File: src/rtl/nmes_stim_pkg.sv
`default_nettype none
// ============================================================================
// Module   : nmes_stim_pkg
// Purpose  : Shared types and helpers for the NMES biphasic pulse sequencer:
//            phase-state encoding, default phase lengths, rest-length and
//            counter-width helpers.
// Ports    : none (package)
// Revision : 1.0 - initial release
// ============================================================================
package nmes_stim_pkg;

  // Phase FSM encoding (3 bits covers the six states).
  typedef enum logic [2:0] {
    ST_IDLE = 3'd0,
    ST_CAT  = 3'd1,
    ST_GAP  = 3'd2,
    ST_ANO  = 3'd3,
    ST_DIS  = 3'd4,
    ST_REST = 3'd5
  } state_t;

  // Default phase lengths in 1 us system-clock cycles.
  localparam int c_def_num_ch     = 4;
  localparam int c_def_mag_w      = 5;
  localparam int c_def_period     = 500;
  localparam int c_def_cat_phase  = 150;
  localparam int c_def_ipd        = 10;
  localparam int c_def_ano_phase  = 150;
  localparam int c_def_dis_phase  = 10;
  localparam int c_def_mag_target = 10;
  localparam int c_def_ramp_step  = 1;
  localparam int c_def_dwell      = 5;
  localparam int c_def_blank_pre  = 5;
  localparam int c_def_blank_post = 20;

  // Cycles left in the period once the active pulse phases are done.
  function automatic int f_rest_len(input int period, input int cat,
                                    input int ipd, input int ano, input int dis);
    return period - (cat + ipd + ano + dis);
  endfunction

  // Bit width needed to hold values 0..n-1, never less than one bit.
  function automatic int f_width(input int n);
    return (n <= 2) ? 1 : $clog2(n);
  endfunction

endpackage
`default_nettype wire

File: src/rtl/nmes_ramp_ctrl.sv
`default_nettype none
// ============================================================================
// Module   : nmes_ramp_ctrl
// Purpose  : Per-pulse magnitude ramp, dwell counter and channel pointer.
//            Everything advances only on the one-cycle pulse-start strobe, so
//            the outputs are stable for the whole pulse and held in between.
// Ports    : clk, rst_n      - clock, asynchronous active-low reset
//            i_start         - pulse-start strobe (edge that enters CAT)
//            i_restart       - pulse starts from IDLE: reset dwell and ramp
//            i_ramp, i_sweep - mode bits sampled on i_start
//            i_ch_start      - fixed channel / sweep start channel
//            o_ch, o_mag     - registered channel select and magnitude code
// Revision : 1.0 - initial release
// ============================================================================
module nmes_ramp_ctrl
  import nmes_stim_pkg::*;
#(
  parameter int NUM_CH     = c_def_num_ch,
  parameter int MAG_W      = c_def_mag_w,
  parameter int MAG_TARGET = c_def_mag_target,
  parameter int RAMP_STEP  = c_def_ramp_step,
  parameter int DWELL      = c_def_dwell
) (
  input  logic                      clk,
  input  logic                      rst_n,
  input  logic                      i_start,
  input  logic                      i_restart,
  input  logic                      i_ramp,
  input  logic                      i_sweep,
  input  logic [$clog2(NUM_CH)-1:0] i_ch_start,
  output logic [$clog2(NUM_CH)-1:0] o_ch,
  output logic [MAG_W-1:0]          o_mag
);

  localparam int c_chw = $clog2(NUM_CH);
  localparam int c_dw  = f_width(DWELL + 1);
  localparam int c_mw1 = MAG_W + 1;

  localparam logic [MAG_W-1:0] c_target  = MAG_W'(MAG_TARGET);
  localparam logic [MAG_W-1:0] c_first   = MAG_W'((RAMP_STEP < MAG_TARGET) ? RAMP_STEP : MAG_TARGET);
  localparam logic [c_mw1-1:0] c_step    = c_mw1'(RAMP_STEP);
  localparam logic [c_dw-1:0]  c_dwell   = c_dw'(DWELL);
  localparam logic [c_dw-1:0]  c_one     = c_dw'(1);
  localparam logic [c_chw-1:0] c_last_ch = c_chw'(NUM_CH - 1);

  logic [c_dw-1:0]  r_dwell;    // pulses delivered on the current channel
  logic [c_chw-1:0] w_ch;
  logic [MAG_W-1:0] w_mag;
  logic [c_dw-1:0]  w_dwell;
  logic [c_mw1-1:0] w_sum;      // one extra bit so saturation never wraps
  logic             w_adv;
  logic             w_new_ch;

  always_comb begin
    w_sum    = {1'b0, o_mag} + c_step;
    w_adv    = i_sweep && !i_restart && (r_dwell >= c_dwell);
    w_new_ch = i_restart || w_adv;

    w_ch = o_ch;
    if (i_restart || !i_sweep) begin
      w_ch = i_ch_start;
    end else if (w_adv) begin
      w_ch = (o_ch == c_last_ch) ? '0 : o_ch + c_chw'(1);
    end

    if (!i_ramp) begin
      w_mag = c_target;
    end else if (w_new_ch) begin
      w_mag = c_first;
    end else if (w_sum >= {1'b0, c_target}) begin
      w_mag = c_target;
    end else begin
      w_mag = w_sum[MAG_W-1:0];
    end

    // Saturate at DWELL so fixed-channel runs never overflow the counter.
    if (w_new_ch) begin
      w_dwell = c_one;
    end else if (r_dwell >= c_dwell) begin
      w_dwell = r_dwell;
    end else begin
      w_dwell = r_dwell + c_one;
    end
  end

  always_ff @(posedge clk or negedge rst_n) begin
    if (!rst_n) begin
      r_dwell <= '0;
      o_ch    <= '0;
      o_mag   <= '0;
    end else if (i_start) begin
      r_dwell <= w_dwell;
      o_ch    <= w_ch;
      o_mag   <= w_mag;
    end
  end

endmodule
`default_nettype wire

File: src/rtl/nmes_stim_sequencer.sv
`default_nettype none
// ============================================================================
// Module   : nmes_stim_sequencer
// Purpose  : Biphasic NMES pulse sequencer. Walks CAT -> GAP -> ANO -> DIS ->
//            REST once per PERIOD, drives phase strobes, channel/magnitude and
//            an EMG blanking window. A pulse, once started, always runs to the
//            end of DIS so the electrode charge stays balanced.
// Ports    : CLK, RESET             - clock, asynchronous active-low reset
//            ENABLE                 - run request
//            RAMP_ST, CH_SWEEP_ST   - magnitude ramp / channel sweep modes
//            CH_START               - fixed channel / sweep start channel
//            EN_ST                  - stimulator enable (not IDLE)
//            CAT_ST, ANO_ST, DIS_ST - phase strobes
//            CH_SEL_ST, MAG_ST      - channel select, magnitude code
//            BLANK_EMG              - EMG hold-off window
//            PULSE_DONE             - one-cycle strobe on first REST cycle
// Revision : 1.0 - initial release
// ============================================================================
module nmes_stim_sequencer
  import nmes_stim_pkg::*;
#(
  parameter int NUM_CH     = c_def_num_ch,
  parameter int MAG_W      = c_def_mag_w,
  parameter int PERIOD     = c_def_period,
  parameter int CAT_PHASE  = c_def_cat_phase,
  parameter int IPD        = c_def_ipd,
  parameter int ANO_PHASE  = c_def_ano_phase,
  parameter int DIS_PHASE  = c_def_dis_phase,
  parameter int MAG_TARGET = c_def_mag_target,
  parameter int RAMP_STEP  = c_def_ramp_step,
  parameter int DWELL      = c_def_dwell,
  parameter int BLANK_PRE  = c_def_blank_pre,
  parameter int BLANK_POST = c_def_blank_post
) (
  input  logic                      CLK,
  input  logic                      RESET,
  input  logic                      ENABLE,
  input  logic                      RAMP_ST,
  input  logic                      CH_SWEEP_ST,
  input  logic [$clog2(NUM_CH)-1:0] CH_START,
  output logic                      EN_ST,
  output logic                      CAT_ST,
  output logic                      ANO_ST,
  output logic                      DIS_ST,
  output logic [$clog2(NUM_CH)-1:0] CH_SEL_ST,
  output logic [MAG_W-1:0]          MAG_ST,
  output logic                      BLANK_EMG,
  output logic                      PULSE_DONE
);

  localparam int c_active   = CAT_PHASE + IPD + ANO_PHASE + DIS_PHASE;
  localparam int c_rest_len = f_rest_len(PERIOD, CAT_PHASE, IPD, ANO_PHASE, DIS_PHASE);
  localparam int c_cw       = $clog2(PERIOD + 1);

  typedef logic [c_cw-1:0] cnt_t;

  // Down-counter reload values: each state lasts (load + 1) cycles.
  localparam cnt_t c_cat_ld  = cnt_t'(CAT_PHASE - 1);
  localparam cnt_t c_gap_ld  = cnt_t'((IPD > 0) ? IPD - 1 : 0);
  localparam cnt_t c_ano_ld  = cnt_t'(ANO_PHASE - 1);
  localparam cnt_t c_dis_ld  = cnt_t'(DIS_PHASE - 1);
  localparam cnt_t c_rest_ld = cnt_t'(c_rest_len - 1);
  // REST counts down from c_rest_ld: tail window is the top BLANK_POST
  // counts, lead window the bottom BLANK_PRE counts.
  localparam cnt_t c_post_th = cnt_t'((BLANK_POST >= c_rest_len) ? 0 : c_rest_len - BLANK_POST);
  localparam cnt_t c_pre_th  = cnt_t'((BLANK_PRE > c_rest_len) ? c_rest_len : BLANK_PRE);

  generate
    if (c_active >= PERIOD || CAT_PHASE < 1 || ANO_PHASE < 1 || DIS_PHASE < 1 ||
        IPD < 0 || DWELL < 1 || NUM_CH < 2) begin : g_bad_params
      $fatal(1, "nmes_stim_sequencer: invalid phase/period parameters");
    end
  endgenerate

  state_t r_state;
  cnt_t   r_cnt;
  state_t w_nxt_state;
  cnt_t   w_nxt_cnt;
  logic   w_start;
  logic   w_restart;
  logic   w_blank_nxt;

  always_comb begin
    w_nxt_state = r_state;
    w_nxt_cnt   = r_cnt - cnt_t'(1);
    case (r_state)
      ST_IDLE: begin
        w_nxt_cnt = '0;
        if (ENABLE) begin
          w_nxt_state = ST_CAT;
          w_nxt_cnt   = c_cat_ld;
        end
      end
      ST_CAT: begin
        if (r_cnt == '0) begin
          if (IPD > 0) begin
            w_nxt_state = ST_GAP;
            w_nxt_cnt   = c_gap_ld;
          end else begin
            w_nxt_state = ST_ANO;
            w_nxt_cnt   = c_ano_ld;
          end
        end
      end
      ST_GAP: begin
        if (r_cnt == '0) begin
          w_nxt_state = ST_ANO;
          w_nxt_cnt   = c_ano_ld;
        end
      end
      ST_ANO: begin
        if (r_cnt == '0) begin
          w_nxt_state = ST_DIS;
          w_nxt_cnt   = c_dis_ld;
        end
      end
      ST_DIS: begin
        if (r_cnt == '0) begin
          w_nxt_state = ST_REST;
          w_nxt_cnt   = c_rest_ld;
        end
      end
      ST_REST: begin
        // ENABLE is only consulted here and in IDLE: an active pulse is
        // never cut short.
        if (r_cnt == '0) begin
          if (ENABLE) begin
            w_nxt_state = ST_CAT;
            w_nxt_cnt   = c_cat_ld;
          end else begin
            w_nxt_state = ST_IDLE;
            w_nxt_cnt   = '0;
          end
        end
      end
      default: begin
        w_nxt_state = ST_IDLE;
        w_nxt_cnt   = '0;
      end
    endcase

    w_start   = (w_nxt_state == ST_CAT) && (r_state != ST_CAT);
    w_restart = (r_state == ST_IDLE);

    // Lead window only opens while a follow-on pulse is still requested.
    case (w_nxt_state)
      ST_CAT, ST_GAP, ST_ANO, ST_DIS: w_blank_nxt = 1'b1;
      ST_REST: w_blank_nxt = (w_nxt_cnt >= c_post_th) || (ENABLE && (w_nxt_cnt < c_pre_th));
      default: w_blank_nxt = 1'b0;
    endcase
  end

  // Outputs are decoded from the next state so they align with the state.
  always_ff @(posedge CLK or negedge RESET) begin
    if (!RESET) begin
      r_state    <= ST_IDLE;
      r_cnt      <= '0;
      EN_ST      <= 1'b0;
      CAT_ST     <= 1'b0;
      ANO_ST     <= 1'b0;
      DIS_ST     <= 1'b0;
      BLANK_EMG  <= 1'b0;
      PULSE_DONE <= 1'b0;
    end else begin
      r_state    <= w_nxt_state;
      r_cnt      <= w_nxt_cnt;
      EN_ST      <= (w_nxt_state != ST_IDLE);
      CAT_ST     <= (w_nxt_state == ST_CAT);
      ANO_ST     <= (w_nxt_state == ST_ANO);
      DIS_ST     <= (w_nxt_state == ST_DIS);
      BLANK_EMG  <= w_blank_nxt;
      PULSE_DONE <= (w_nxt_state == ST_REST) && (r_state == ST_DIS);
    end
  end

  nmes_ramp_ctrl #(
    .NUM_CH     (NUM_CH),
    .MAG_W      (MAG_W),
    .MAG_TARGET (MAG_TARGET),
    .RAMP_STEP  (RAMP_STEP),
    .DWELL      (DWELL)
  ) u_ramp_ctrl (
    .clk        (CLK),
    .rst_n      (RESET),
    .i_start    (w_start),
    .i_restart  (w_restart),
    .i_ramp     (RAMP_ST),
    .i_sweep    (CH_SWEEP_ST),
    .i_ch_start (CH_START),
    .o_ch       (CH_SEL_ST),
    .o_mag      (MAG_ST)
  );

endmodule
`default_nettype wire

File: config.mk
export PLATFORM = sky130hd
export DESIGN_NAME = nmes_stim_sequencer
export DESIGN_NICKNAME = d
export VERILOG_FILES = /design/src/rtl/nmes_stim_pkg.sv /design/src/rtl/nmes_ramp_ctrl.sv /design/src/rtl/nmes_stim_sequencer.sv
export SDC_FILE = /design/constraint.sdc
export NUM_CORES = 1
export LEC_CHECK = 0
export CAP_MARGIN = 40
export CORE_ASPECT_RATIO = 1.4
export CORE_UTILIZATION = 58
export CTS_BUF_LIST = sky130_fd_sc_hd__clkbuf_4
export DETAILED_ROUTE_END_ITERATION = 8
export PLACE_DENSITY = 0.82
export SETUP_SLACK_MARGIN = 0.5
export SLEW_MARGIN = 20
export SYNTH_ARGS = -nofsm -noshare
export SYNTH_HDL_FRONTEND = slang
export SYNTH_SLANG_ARGS = --single-unit
File: constraint.sdc
create_clock -name CLK -period 3.7 [get_ports CLK]
set_clock_uncertainty 0.1 [all_clocks]
set_input_delay 0.74 -clock CLK [delete_from_list [all_inputs] [get_ports CLK]]
set_output_delay 0.74 -clock CLK [all_outputs]
set_load 0.02 [all_outputs]
==> qor.csv, run 1 <==
stage,metric,value,unit
logic_synthesis,post-synthesis cell count,185,
cts,Post-CTS Hold Buffers,0,
layout,area grow syn2layout,14.7,%
logic_synthesis,Post-Synth Adder-Cell Area,5.16,%
placement,Detail Placement HPWL,3030,um
logic_synthesis,top cell type by total area after synthesis,dfrtp_1,
route,DR DRC count,0,
cts,setup bufs post-CTS,0,
cts,H-tree depth,1,
floorplan,effective utilization at floorplan,62.9,%
global_route,vias in the first global route,1403,
worst_setup_path,Worst Path Max Fanout,6,
power_and_ir_drop,fraction of power spent switching nets,46.1,%
route,Via density,6.17,
placement,gp weighted congestion,0.965,
worst_setup_path,crit path capture type,flop,
logic_synthesis,top post-synthesis cells by count,"28 x dfrtp_1, 24 x nand2_1, 14 x nor2_1, 14 x o21ai_0, 9 x a21oi_1",
hold_path,Hold WC Path Type,reg2reg,
logic_synthesis,Synth area leaders,"dfrtp_1 41%, nand2_1 5.3%, ha_1 5.2%, o21ai_0 4.1%, nor2_1 3.1%",
logic_synthesis,Synth Area in Compound Gates,22.0,%
layout,nets@finish,219,
power_and_ir_drop,LEAKAGE,0.824,nW
sta,Final Hold Viols,0,
global_route,initial antenna violation count,0,
floorplan,die area,3150,um^2
layout,layout cells sized above 1,6.37,%
floorplan,Site Rows,22,
placement,I/O Buffers,19,
power_and_ir_drop,Internal Power,0.806,mW
logic_synthesis,"Cell Area, Synth",1700,um^2
cts,post-CTS sizing,0,
job,max-cap violations,0,
logic_synthesis,Synthesized Nets,199,
worst_setup_path,reg2reg setup slack,0.75,ns
worst_setup_path,startpoint types,flop,
floorplan,I/O pin count,20,
floorplan,Die Wd,47.7,um
cts,clock-pin slew on the worst setup and hold paths,0.16,ns
logic_synthesis,largest family of logic cells by synthesized area,simple AND/OR/NAND/NOR gates,
hold_path,HP Start,u_ramp_ctrl.o_ch[1],
cts,Num CTS Buffers,3,
sta,RSZ-0062 raised after global routing,no,
power_and_ir_drop,Clk network pwr share,8.9,%
sta,Least-Margin Pin Slew,0.583,ns
cts,CTS tree,yes,
worst_setup_path,Setup crit start,r_cnt[0],
global_route,GR Overflow Total,0,
logic_synthesis,Post-synth EDFFs,0,
layout,Ant. Diodes,0,
floorplan,core box area,2700,um^2
global_route,overall routing resource usage,28.3,%
cts,clock sinks,28,
sta,"Slew Viols, Final",0,
cts,Clock Tree Root,clkbuf_4,
route,DRT Pass-1 Iters,4,
logic_synthesis,Synth top area share,41.3,%
route,drt total wl,4010,um
route,drt wl/cell,16.7,um
worst_setup_path,CP Class,reg2reg,
floorplan,Die Span Y,66.0,um
route,Routed Antenna Nets,0,
outcome,status,finished clean,
logic_synthesis,Mapped Avg Cell Area,9.17,um^2
power_and_ir_drop,combinational power share,52.1,%
logic_synthesis,total number of yosys warnings,0,
power_and_ir_drop,Worst VDD drop,0.000522,V
layout,Filler cells,221,
logic_synthesis,most instantiated library cell after synthesis,dfrtp_1,
route,1st-iter DRT viols,44,
logic_synthesis,asr flop ratio synth,100,%
route,via count,1480,
sta,Relative slew margins,60.8,%
sta,f_max,339,MHz
worst_setup_path,Worst EP arrival,3.14,ns
logic_synthesis,register bit total from synthesis,28,
power_and_ir_drop,sequential share of power,39.0,%
worst_setup_path,Worst Path Required,3.88,ns
sta,hold_ws,0.453,ns
worst_setup_path,FF-to-FF Start,r_cnt[0],
cts,clock buffer depth,2,
global_route,pin count of the biggest net entering global routing,29,
logic_synthesis,"Seq/Total Area, Yosys",41.3,%
sta,crit path time final,2.95,ns
logic_synthesis,Simple-Gate Fraction of Synth Area,25.2,%
logic_synthesis,Unique masters post-synth,47,
power_and_ir_drop,Pwr Density,768,nW/um^2
cts,clk_lat worst skew,0.34,ns
sta,final worst-path cycle share,79.8,%
power_and_ir_drop,Net Sw Power,0.690,mW
logic_synthesis,ys flop type,dfrtp_1,
logic_synthesis,mux share of post-synthesis cell area,1.18,%
logic_synthesis,xor/xnor share of the synthesized area,2.06,%
sta,# setup viols final,0,
global_route,first-pass GRT wire length,6380,um
sta,TNS Setup,0,ns
## critical path, cell delays in order (launching register included)
cell and delay (ns):
dfrtp_1 0.43, inv_1 0.10, ha_1 0.20, or4b_1 0.55, nor2_2 0.30, mux2i_1 0.38
a31oi_1 0.11, or4b_1 0.56, o211ai_2 0.16
## cell usage in the layout (no fill, tap or decap), drive strengths merged, types with 3 or more instances in the layout
| master | n |
|---|---|
| clkbuf | 3 |
| nand2 | 24 |
| or3 | 4 |
| a21o | 4 |
| clkdlybuf4s50 | 19 |
| inv | 7 |
| a21oi | 9 |
| a22oi | 4 |
| nand2b | 5 |
| or4 | 3 |
| o21ai | 15 |
| a31oi | 5 |
| o31ai | 4 |
| nor2 | 15 |
| nor3 | 3 |
| ha | 7 |
| nand3 | 6 |
| and2 | 3 |
| dfrtp | 28 |
| xnor2 | 3 |
## flip-flops by register name, summed over array words and instances (netlist names)
name	count
ANO_ST	1
CAT_ST	1
BLANK_EMG	1
PULSE_DONE	1
r_cnt	9
EN_ST	1
DIS_ST	1
r_state	3
u_ramp_ctrl.r_dwell	3
u_ramp_ctrl.o_ch	2
u_ramp_ctrl.o_mag	5
## kinds of logic after synthesis
family	Yosys count
xor gates and xnor gates	4
adders and majority gates	7
AOI/OAI and AO/OA	55
DFF	28
muxes	2
buffers and inverters	13
and+or+nand+nor	76
## final cells by class
type	count	area, um^2	share of cell area, %
clock inverter	1	3.75	0.193
inverter	7	26.3	1.35
clock buffer	3	22.5	1.16
timing repair buffer	21	205	10.5
sequential	28	701	36.0
tap	36	45.0	2.31
multi-input combinational	144	943	48.5
## path summary, 6_finish.rpt
path                                         to  cells past startpoint
hold / removal              u_ramp_ctrl.o_ch[1]                      2
setup / recovery                      BLANK_EMG                      8
setup reg to reg                      BLANK_EMG                      8
max in group asynchronous  u_ramp_ctrl.o_mag[4]                      2
hold reg to reg             u_ramp_ctrl.o_ch[1]                      2
min in group asynchronous              r_cnt[7]                      2
## metrics by stage
step                      power, mW  cells  setup slack, ns  instance area [um^2]  utilization (%)
after global routing           1.61    240            0.651                  1950             72.2
after floorplan                1.12    185             1.10                  1700                -
after CTS                      1.49    240            0.755                  1950             72.2
after detailed placement       1.36    236            0.781                  1920             71.2
after global placement         1.31    236            0.951                  1920             71.2
final                          1.50    240            0.747                  1950             72.2
## metal layers
| layer | global-route usage, % | part of all wire, % | vias up |
|---|---|---|---|
| li1 | - | - | 716 |
| met5 | 0 | 0 | - |
| met4 | 11.5 | 2.5 | 0 |
| met2 | 49.2 | 54 | 51 |
| met1 | 34.0 | 39 | 703 |
| met3 | 2.73 | 3.9 | 10 |
## power by group through the flow
stage               sequential (mW)  clock [mW]  combinational [mW]
detailed placement            0.588           0               0.775
global route                  0.600       0.144               0.862
finish                        0.583       0.133               0.780
floorplan                     0.588           0               0.528
global placement              0.574           0               0.737
CTS                           0.580       0.135               0.777
Power figures use the tool's default switching activity.
==> run 2: changes to the inputs <==
==> constraint.sdc (replaced) <==
create_clock -name CLK -period 2.9 [get_ports CLK]
set_clock_uncertainty 0.1 [all_clocks]
set_input_delay 0.58 -clock CLK [delete_from_list [all_inputs] [get_ports CLK]]
set_output_delay 0.58 -clock CLK [all_outputs]
set_load 0.02 [all_outputs]
==> run 2 against run 1 <==
Effect of this change: critical endpoint unchanged; first-iteration DRC count increased by 32%; total power increased by 46%; sequential cell count unchanged; utilization increased by 7.1 points.
==> qor.csv, run 2 (synthesis gave the netlist of run 1 again) <==
stage,metric,value,unit,change
layout,"most common cell after layout, fill and taps aside",dfrtp_1,,
placement,DP Worst Slack,0.198,ns,-0.583 ns
worst_setup_path,CP max-delay cell,or4b_4,,
layout,nets@finish,228,,+4.1%
sta,f_max,401,MHz,+18%
placement,area of placed instances,1940,um^2,+0.98%
layout,post-route cell area,2140,um^2,+9.8%
cts,clock-pin slew on the worst setup and hold paths,0.15,ns,about the same
power_and_ir_drop,Worst VDD drop,0.000695,V,+33%
cts,clock sinks,28,,unchanged
global_route,pin count of the biggest net entering global routing,29,,unchanged
floorplan,Die Wd,47.7,um,unchanged
power_and_ir_drop,combinational power share,53.3,%,+1.2 points
layout,Biggest register,r_cnt,,
route,via count,1563,,+5.6%
global_route,initial antenna violation count,0,,unchanged
route,Routed Antenna Nets,0,,unchanged
worst_setup_path,worst path cell trace,inv_2 > ha_4 > or4b_4 > nor2_4 > mux2i_4 > a31oi_2 > or4b_4 > o211ai_2,,
hold_path,Hold WC Path Type,reg2reg,,
route,DRT Pass-1 Iters,4,,unchanged
power_and_ir_drop,Pwr Density,1020,nW/um^2,+33%
route,drt total wl,4340,um,+8.5%
floorplan,die area,3150,um^2,unchanged
worst_setup_path,Worst EP arrival,2.67,ns,-0.47 ns
worst_setup_path,Bufs and invs on worst path,1,,unchanged
power_and_ir_drop,fraction of power spent switching nets,44.0,%,-2.2 points
sta,final worst-path cycle share,86.0,%,+6.2 points
route,DR DRC count,0,,unchanged
worst_setup_path,Worst Path Required,3.07,ns,-0.81 ns
power_and_ir_drop,Internal Power,1.23,mW,+52%
sta,Final Hold Viols,0,,unchanged
power_and_ir_drop,Net Sw Power,0.963,mW,+40%
sta,# setup viols final,0,,unchanged
floorplan,effective utilization at floorplan,62.9,%,unchanged
cts,H-tree depth,1,,unchanged
cts,Post-CTS Hold Buffers,0,,unchanged
layout,"commonest cells after routing, fill and taps aside","28 x dfrtp_1, 23 x nand2_1, 19 x clkdlybuf4s50_1, 14 x nor2_1, 14 x o21ai_0",,
job,max-cap violations,0,,unchanged
cts,clock buffer depth,2,,unchanged
outcome,status,finished clean,,
layout,leading registers by flop count,"r_cnt x9, u_ramp_ctrl.o_mag x5",,
worst_setup_path,startpoint types,flop,,
sta,RSZ-0062 raised after global routing,yes,,
worst_setup_path,"most used cell, CP",or4b_4,,
layout,Ant. Diodes,0,,unchanged
route,1st-iter DRT viols,58,,+32%
layout,layout cells sized above 1,18.3,%,+12 points
placement,Detail Placement HPWL,3100,um,+2.3%
sta,Relative slew margins,58.3,%,-2.4 points
cts,CTS tree,yes,,
worst_setup_path,CP Class,reg2reg,,
cts,clk_lat worst skew,0.34,ns,about the same
sta,Least-Margin Pin Slew,0.619,ns,+0.0360 ns
global_route,overall routing resource usage,30.0,%,+1.7 points
layout,max reg flops,9,,unchanged
floorplan,core box area,2700,um^2,unchanged
worst_setup_path,Worst Path Max Fanout,3,,-3
power_and_ir_drop,LEAKAGE,0.899,nW,+9.2%
worst_setup_path,cell family with most CP delay,simple AND/OR/NAND/NOR gates,,
floorplan,Die Span Y,66.0,um,unchanged
sta,worst setup margin,0.406,ns,-0.340 ns
sta,hold_ws,0.455,ns,+0.00187 ns
global_route,first-pass GRT wire length,6730,um,+5.5%
route,drt wl/cell,17.4,um,+4.5%
placement,gp weighted congestion,0.962,,-0.37%
placement,I/O Buffers,19,,unchanged
sta,TNS Setup,0,ns,unchanged
layout,area grow syn2layout,26.0,%,
layout,Final Util,79.3,%,+7.1 points
global_route,vias in the first global route,1568,,+12%
worst_setup_path,crit path capture type,flop,,
sta,crit path time final,2.49,ns,-0.460 ns
floorplan,Site Rows,22,,unchanged
sta,"Slew Viols, Final",0,,unchanged
global_route,GR Overflow Total,0,,unchanged
cts,Clock Tree Root,clkbuf_4,,
cts,Num CTS Buffers,3,,unchanged
route,Via density,6.28,,+1.8%
power_and_ir_drop,sequential share of power,34.8,%,-4.2 points
floorplan,I/O pin count,20,,unchanged
power_and_ir_drop,Clk network pwr share,11.8,%,+2.9 points
worst_setup_path,slowest cell delay on critical path,0.53,ns,-0.03 ns
[run 2: cell count changes in the layout (fill, tap and decap cells not counted), moves of 2 or more]
cell / before / now
inv_2: 0 / 2
ha_1: 7 / 5
or3_1: 4 / 2
or3_4: 0 / 2
a21oi_1: 9 / 7
or4b_4: 0 / 2
or4b_1: 2 / 0
buf_4: 2 / 11
inv_1: 7 / 5
ha_4: 0 / 2
[run 2: layout make-up]
cell class                 count  area, um^2
clock buffer                   3        22.5
fill                         174         559
tap                           36        45.0
sequential                    28         701
timing repair buffer          30         273
clock inverter                 1        30.0
multi-input combinational    144        1040
inverter                       7        26.3
[run 2: timing repair]
item	CTS	global route
setup buffers	6	2
pin swaps	3	7
setup endpoints to repair	3	6
gates resized for setup	8	10
[run 2: final timing paths]
| kind | startpoint | endpoint | slack (ns) | cells past startpoint |
|---|---|---|---|---|
| worst max register to register | r_cnt[1] | BLANK_EMG | 0.41 | 8 |
| min in group asynchronous | RESET | PULSE_DONE | 0.50 | 2 |
| worst min-delay path | u_ramp_ctrl.o_ch[1] | u_ramp_ctrl.o_ch[1] | 0.46 | 2 |
| worst min register to register | u_ramp_ctrl.o_ch[1] | u_ramp_ctrl.o_ch[1] | 0.46 | 2 |
| worst max-delay path | r_cnt[1] | BLANK_EMG | 0.41 | 8 |
| max in group asynchronous | RESET | r_cnt[6] | 1.94 | 2 |
[run 2: worst min-delay path: stages (launching register included)]
cell and delay [ns]:
dfrtp_1 0.40, nand2_1 0.06, o21ai_0 0.07
[run 2: through the flow]
| step | std cells | power (mW) |
|---|---|---|
| after floorplan | 185 | 1.43 |
| after global placement | 237 | 1.69 |
| after detailed placement | 237 | 1.74 |
| after CTS | 247 | 2.09 |
| after global routing | 249 | 2.34 |
| final | 249 | 2.19 |
[run 2: metal layers]
| layer | up-vias | wire length, um | GRT usage (%) |
|---|---|---|---|
| li1 | 731 | - | - |
| met1 | 749 | 1600 | 31.0 |
| met2 | 63 | 2380 | 54.4 |
| met3 | 20 | 187 | 4.37 |
| met4 | 0 | 182 | 15.3 |
| met5 | - | 0 | 0 |
[run 2: power by group through the flow]
stage | logic (mW) | registers, mW | clock network [mW]
2_1_floorplan | 0.682 | 0.752 | 0
3_3_place_gp | 0.957 | 0.736 | 0
3_5_place_dp | 0.990 | 0.754 | 0
4_1_cts | 1.08 | 0.743 | 0.262
5_1_grt | 1.28 | 0.779 | 0.279
6_report | 1.17 | 0.762 | 0.259
==> run 3: changes to the inputs <==
--- a/config.mk
+++ b/config.mk
@@ -9,6 +9,7 @@
 export CORE_ASPECT_RATIO = 1.4
 export CORE_UTILIZATION = 58
 export CTS_BUF_LIST = sky130_fd_sc_hd__clkbuf_4
+export CTS_CLUSTER_SIZE = 20
 export DETAILED_ROUTE_END_ITERATION = 8
 export PLACE_DENSITY = 0.82
 export SETUP_SLACK_MARGIN = 0.5
==> results of run 3 <==
No change in the layout: final DEF, timing and power equal those of run 2.
